<file path="config.mk">
export PLATFORM = sky130hd
export DESIGN_NAME = fetch_unit
export DESIGN_NICKNAME = d
export VERILOG_FILES = /design/src/rtl/fetch_pkg.sv /design/src/rtl/fetch_pc_reg.sv /design/src/rtl/fetch_unit.sv
export SDC_FILE = /design/constraint.sdc
export NUM_CORES = 1
export LEC_CHECK = 0
export ABC_AREA = 0
export CAP_MARGIN = 20
export CELL_PAD_IN_SITES_DETAIL_PLACEMENT = 1
export CELL_PAD_IN_SITES_GLOBAL_PLACEMENT = 2
export CORE_UTILIZATION = 30
export CTS_CLUSTER_DIAMETER = 80
export DETAILED_ROUTE_END_ITERATION = 7
export GPL_TIMING_DRIVEN = 0
export PLACE_DENSITY_LB_ADDON = 0.1
export SLEW_MARGIN = 0
export SYNTH_ARGS = -nofsm -noshare
export SYNTH_HDL_FRONTEND = slang
export SYNTH_HIERARCHICAL = 1
export SYNTH_SLANG_ARGS = --single-unit
</file>
<file path="constraint.sdc">
create_clock -name clk -period 4.3 [get_ports clk]
set_clock_uncertainty 0.15 [all_clocks]
set_input_delay 0.43 -clock clk [delete_from_list [all_inputs] [get_ports clk]]
set_output_delay 0.43 -clock clk [all_outputs]
set_load 0.01 [all_outputs]
</file>
<file path="src/rtl/fetch_pkg.sv">
// +----------------------------------------------------------------------+
// | fetch_pkg: shared types and constants for the fetch stage            |
// | Rev 1.0  initial release                                             |
// +----------------------------------------------------------------------+
`default_nettype none

package fetch_pkg;

  typedef enum logic [1:0] {
    IDLE   = 2'd0,
    RUN    = 2'd1,
    HALTED = 2'd2
  } state_t;

  localparam int          c_pc_step  = 2;
  localparam logic [7:0]  c_reset_pc = 8'h00;
  localparam logic [7:0]  c_nop      = 8'h00;

endpackage : fetch_pkg

`default_nettype wire

</file>
<file path="src/rtl/fetch_pc_reg.sv">
// +----------------------------------------------------------------------+
// | fetch_pc_reg: program counter with increment, redirect and hold      |
// | Rev 1.0  initial release                                             |
// +----------------------------------------------------------------------+
`default_nettype none

module fetch_pc_reg
  import fetch_pkg::*;
#(
  parameter int                ADDR_W   = 8,
  parameter int                PC_STEP  = c_pc_step,
  parameter logic [ADDR_W-1:0] RESET_PC = ADDR_W'(c_reset_pc)
) (
  input  logic              clk,
  input  logic              reset,
  input  logic              i_incr,
  input  logic              i_redirect,
  input  logic [ADDR_W-1:0] i_target,
  output logic [ADDR_W-1:0] o_pc
);

  localparam logic [ADDR_W-1:0] c_step     = ADDR_W'(PC_STEP);
  localparam logic [ADDR_W-1:0] c_even_msk = ~ADDR_W'(1);

  logic [ADDR_W-1:0] r_pc;
  logic [ADDR_W-1:0] w_target_even;

  // Instructions live on even addresses, so redirects are aligned down.
  assign w_target_even = i_target & c_even_msk;

  always_ff @(posedge clk or posedge reset) begin
    if (reset) begin
      r_pc <= RESET_PC;
    end else if (i_redirect) begin
      r_pc <= w_target_even;
    end else if (i_incr) begin
      r_pc <= r_pc + c_step;
    end
  end

  assign o_pc = r_pc;

endmodule : fetch_pc_reg

`default_nettype wire

</file>
<file path="src/rtl/fetch_unit.sv">
// +----------------------------------------------------------------------+
// | fetch_unit: PC + instruction register stage with decode handshake    |
// | Rev 1.0  initial release                                             |
// +----------------------------------------------------------------------+
`default_nettype none

module fetch_unit
  import fetch_pkg::*;
#(
  parameter int                ADDR_W   = 8,
  parameter int                DATA_W   = 8,
  parameter int                PC_STEP  = c_pc_step,
  parameter logic [ADDR_W-1:0] RESET_PC = ADDR_W'(c_reset_pc),
  parameter int                CNT_W    = 16
) (
  input  logic              clk,
  input  logic              reset,
  input  logic              start,
  input  logic              halt,
  output logic [ADDR_W-1:0] pc_address,
  input  logic [DATA_W-1:0] imem_data,
  input  logic              branch_en,
  input  logic [ADDR_W-1:0] branch_target,
  output logic [DATA_W-1:0] instr,
  output logic [ADDR_W-1:0] instr_pc,
  output logic              instr_valid,
  input  logic              instr_ready,
  output logic              running,
  output logic [CNT_W-1:0]  fetch_count
);

  localparam logic [CNT_W-1:0] c_cnt_max = {CNT_W{1'b1}};

  state_t            r_state;
  state_t            w_state_next;
  logic [DATA_W-1:0] r_instr;
  logic [ADDR_W-1:0] r_instr_pc;
  logic              r_instr_valid;
  logic [CNT_W-1:0]  r_fetch_count;
  logic [ADDR_W-1:0] w_pc;
  logic              w_run;
  logic              w_redirect;
  logic              w_load;
  logic              w_accept;

  assign w_run      = (r_state == RUN);
  assign w_redirect = w_run && branch_en;
  // A redirect squashes this cycle's fetch regardless of backpressure.
  assign w_load     = w_run && !branch_en && (!r_instr_valid || instr_ready);
  assign w_accept   = r_instr_valid && instr_ready;

  fetch_pc_reg #(
    .ADDR_W   (ADDR_W),
    .PC_STEP  (PC_STEP),
    .RESET_PC (RESET_PC)
  ) u_pc_reg (
    .clk        (clk),
    .reset      (reset),
    .i_incr     (w_load),
    .i_redirect (w_redirect),
    .i_target   (branch_target),
    .o_pc       (w_pc)
  );

  always_ff @(posedge clk or posedge reset) begin
    if (reset) begin
      r_state <= IDLE;
    end else begin
      r_state <= w_state_next;
    end
  end

  always_comb begin
    w_state_next = r_state;
    unique case (r_state)
      IDLE:    if (start) w_state_next = RUN;
      RUN:     if (halt)  w_state_next = HALTED;
      HALTED:  if (start) w_state_next = RUN;
      default: w_state_next = IDLE;
    endcase
  end

  always_ff @(posedge clk or posedge reset) begin
    if (reset) begin
      r_instr       <= DATA_W'(c_nop);
      r_instr_pc    <= '0;
      r_instr_valid <= 1'b0;
    end else if (w_redirect) begin
      r_instr_valid <= 1'b0;
    end else if (w_load) begin
      r_instr       <= imem_data;
      r_instr_pc    <= w_pc;
      r_instr_valid <= 1'b1;
    end else if (w_accept) begin
      r_instr_valid <= 1'b0;
    end
  end

  always_ff @(posedge clk or posedge reset) begin
    if (reset) begin
      r_fetch_count <= '0;
    end else if (w_accept && (r_fetch_count != c_cnt_max)) begin
      r_fetch_count <= r_fetch_count + CNT_W'(1);
    end
  end

  assign pc_address  = w_pc;
  assign instr       = r_instr;
  assign instr_pc    = r_instr_pc;
  assign instr_valid = r_instr_valid;
  assign running     = w_run;
  assign fetch_count = r_fetch_count;

endmodule : fetch_unit

`default_nettype wire

</file>
==> impl_metrics.yaml <==
timing:
  maxSlewHeadroom_pct: 51.7
  period_share_pct: 55.8
  clock.fmax_mhz: 417
  setup_tns_ns: 0
  finalHoldViolCount: 0
  worstMarginPinSlew_ns: 0.723
  fin_ws_ns: 1.90
  rsz0062_at_grt: "false"
  setup_viol: 0
  maxSlewViolCount: 0
  final.min_clock_period_ns: 2.40
  holdWs_ns: 0.247
route:
  dr_total_vias: 1555
  routed_via_density: 4.95
  firstDrtPassIters: 4
  drc: 0
  routed_wirelength_um: 4780
  routedWlPerCell_um: 15.2
  final_antenna_net_count: 0
  drt_iter0_drc: 39
placement:
  place_ws_ns: 1.58
  place.gp.congestion: 0.714
  hpwl_um: 3680
  io_buffers: 61
grt:
  grtUsageTotal_pct: 16.1
  grt_pass1_wl_um: 8110
  grt_antenna_before_repair: 0
  busiest_layer: "met2"
  grt_overflow: 0
  grt_start_max_net_pins: 21
  grt_use_met2_pct: 27.0
  use_met3_pct: 4.73
  grtUsageMet1_pct: 19.5
  grt_pass1_vias: 1664
cts:
  cts_tree: "built"
  ctsRootBufferMaster: "clkbuf_8"
  clkLatencyLatePin_ns: 0.29
  cts.sinks: 42
  h-tree-depth: 2
  path_clk_slew_ns: 0.08
  cts_setup_buffers: 0
  hold_buffers: 0
  numCtsBuffers: 5
  post_cts_resized: 0
  clockBufferDepth: 2
status:
  status: "finished, final reports clean"
yosys:
  ys_seq_area_share_pct: 54.2
  syn_avg_cell_area_um2: 11.5
  synth-seq-cells: 42
  async_reset_ff_share_pct: 100
  synth_top_area_share_pct: 54.2
  synth_top_area_cell: "dfrtp_1"
  synth.distinct_cells: 35
  postSynthCellCount: 169
  synth_fp_nets: 193
  synth.most_common_cell: "dfrtp_1"
  synth_edf_count: 0
  synth_top_flop_cell: "dfrtp_1"
  ys_top_cells_by_area: "dfrtp_1 (54%), mux2_2 (12%), xor2_1 (3.6%), nand3_1 (3.4%), nand4_1 (2.9%)"
  syn_area_um2: 1940
  ys_top_cells_by_count: "dfrtp_1 (42), mux2_2 (20), nand2_1 (14)"
  yosysWarnings: 6
critical_path:
  cp_slowest_cell: "clkdlybuf4s50_1"
  cpMostUsedCell: "nand3_1"
  critPathMaxFanout: 10
  required_ns: 4.38
  crit_type: "in -> reg"
  critical-path-max-stage-delay_ns: 0.54
  startpoint_type: "input pin"
  crit_arrival_ns: 2.48
  end_kind: "flop"
  path_cells: "clkdlybuf4s50_1 -> nand2b_1 -> nand3b_2 -> buf_2 -> inv_1 -> buf_6 -> nand3_1 -> or4_1 -> nand3_1"
worst_hold_path:
  hold_class: "in -> async"
floorplan:
  rows: 28
  die_area_um2: 6790
  die_w_um: 82.4
  start_util_pct: 32.0
  coreArea_um2: 6060
  io-pin-count: 64
  die_y_um: 82.4
final_layout:
  fin_util_pct: 45.6
  multiInputGateArea_um2: 828
  fillers: 675
  diodes: 0
  syn2layout_area_growth_pct: 42.7
  num-nets-final: 262
  seq_area_um2: 1050
  drive_gt1_share_pct: 16.3
pwr:
  leakage_nw: 1.15
  p_per_area_nw_per_um2: 526
  peakVddDrop_v: 0.000277
  p_total_w: 0.00146
job:
  drv_cap: 0
==> layer usage <==
layer / share of wire (%) / up-vias
met5: 0 / -
met4: 1.5 / 0
met3: 4.9 / 7
met2: 51 / 41
met1: 43 / 775
li1: - / 732
==> report_power, final <==
| part | internal [W] | switching, W | leakage (nW) |
|---|---|---|---|
| combinational | 0.000339 | 0.000207 | 0.568 |
| sequential | 0.000518 | 0.000122 | 0.532 |
| clock | 0.000129 | 0.000140 | 0.0472 |
==> worst paths after layout <==
path	from	end	slack (ns)	cells after the start
max in group asynchronous	reset	instr[6]	3.03	3
min in group clk	instr[5]	instr[5]	0.36	1
setup reg to reg	r_state[0]	u_pc_reg/o_pc[6]	2.05	9
hold / removal	reset	u_pc_reg/o_pc[2]	0.25	2
setup / recovery	instr_ready	u_pc_reg/o_pc[6]	1.90	9
hold reg to reg	instr[5]	instr[5]	0.36	1
==> layout make-up <==
cell class / instances / area share [%]
Inverter: 6 / 0.814
Timing Repair Buffer: 62 / 23.1
Multi-Input combinational cell: 116 / 30.0
Sequential cell: 42 / 38.0
Tap cell: 75 / 3.39
Buffer: 5 / 1.31
Clock buffer: 6 / 2.99
Clock inverter: 2 / 0.452
==> through the flow <==
step                std cells  instance area, um2
floorplan                 169                1940
global placement          305                2640
detailed placement        306                2670
CTS                       314                2770
global route              314                2770
finish                    314                2770
==> registers in the layout, indices dropped and copies added (netlist names) <==
register	flops
r_state	2
instr_pc	8
fetch_count	16
instr	8
u_pc_reg/o_pc	7
instr_valid	1
==> critical path, delay by kind of cell <==
kind                   cells  cell delay, ns
buffers and inverters      4            1.04
and+or+nand+nor            5            1.01
==> cell usage in the layout, fill, tap and decap left out, types with 2 or more instances in the layout <==
cell type and count:
nor2b_1 3, nor2_1 11, or4_1 3, nor3b_1 2
o21ai_1 5, inv_1 6, buf_4 2, nand4_1 9
mux2_2 20, nand2_1 14, clkbuf_8 6, xor2_1 8
nand3_1 13, ha_1 2, xnor2_1 6, mux2i_1 2
o21ai_0 2, clkdlybuf4s50_1 61, a21oi_1 2, dfrtp_1 42
==> cells by family after synthesis <==
family                   synth area share [%]
buffers and inverters                    3.03
AO/OA/AOI/OAI                            3.55
AND/OR/NAND/NOR                          18.7
other                                   0.193
flip-flops                               54.2
adder cells (fa/ha/maj)                  1.29
multiplexers                             12.7
XOR/XNOR                                 6.33
Note: power is estimated with default switching activity, not from simulation.
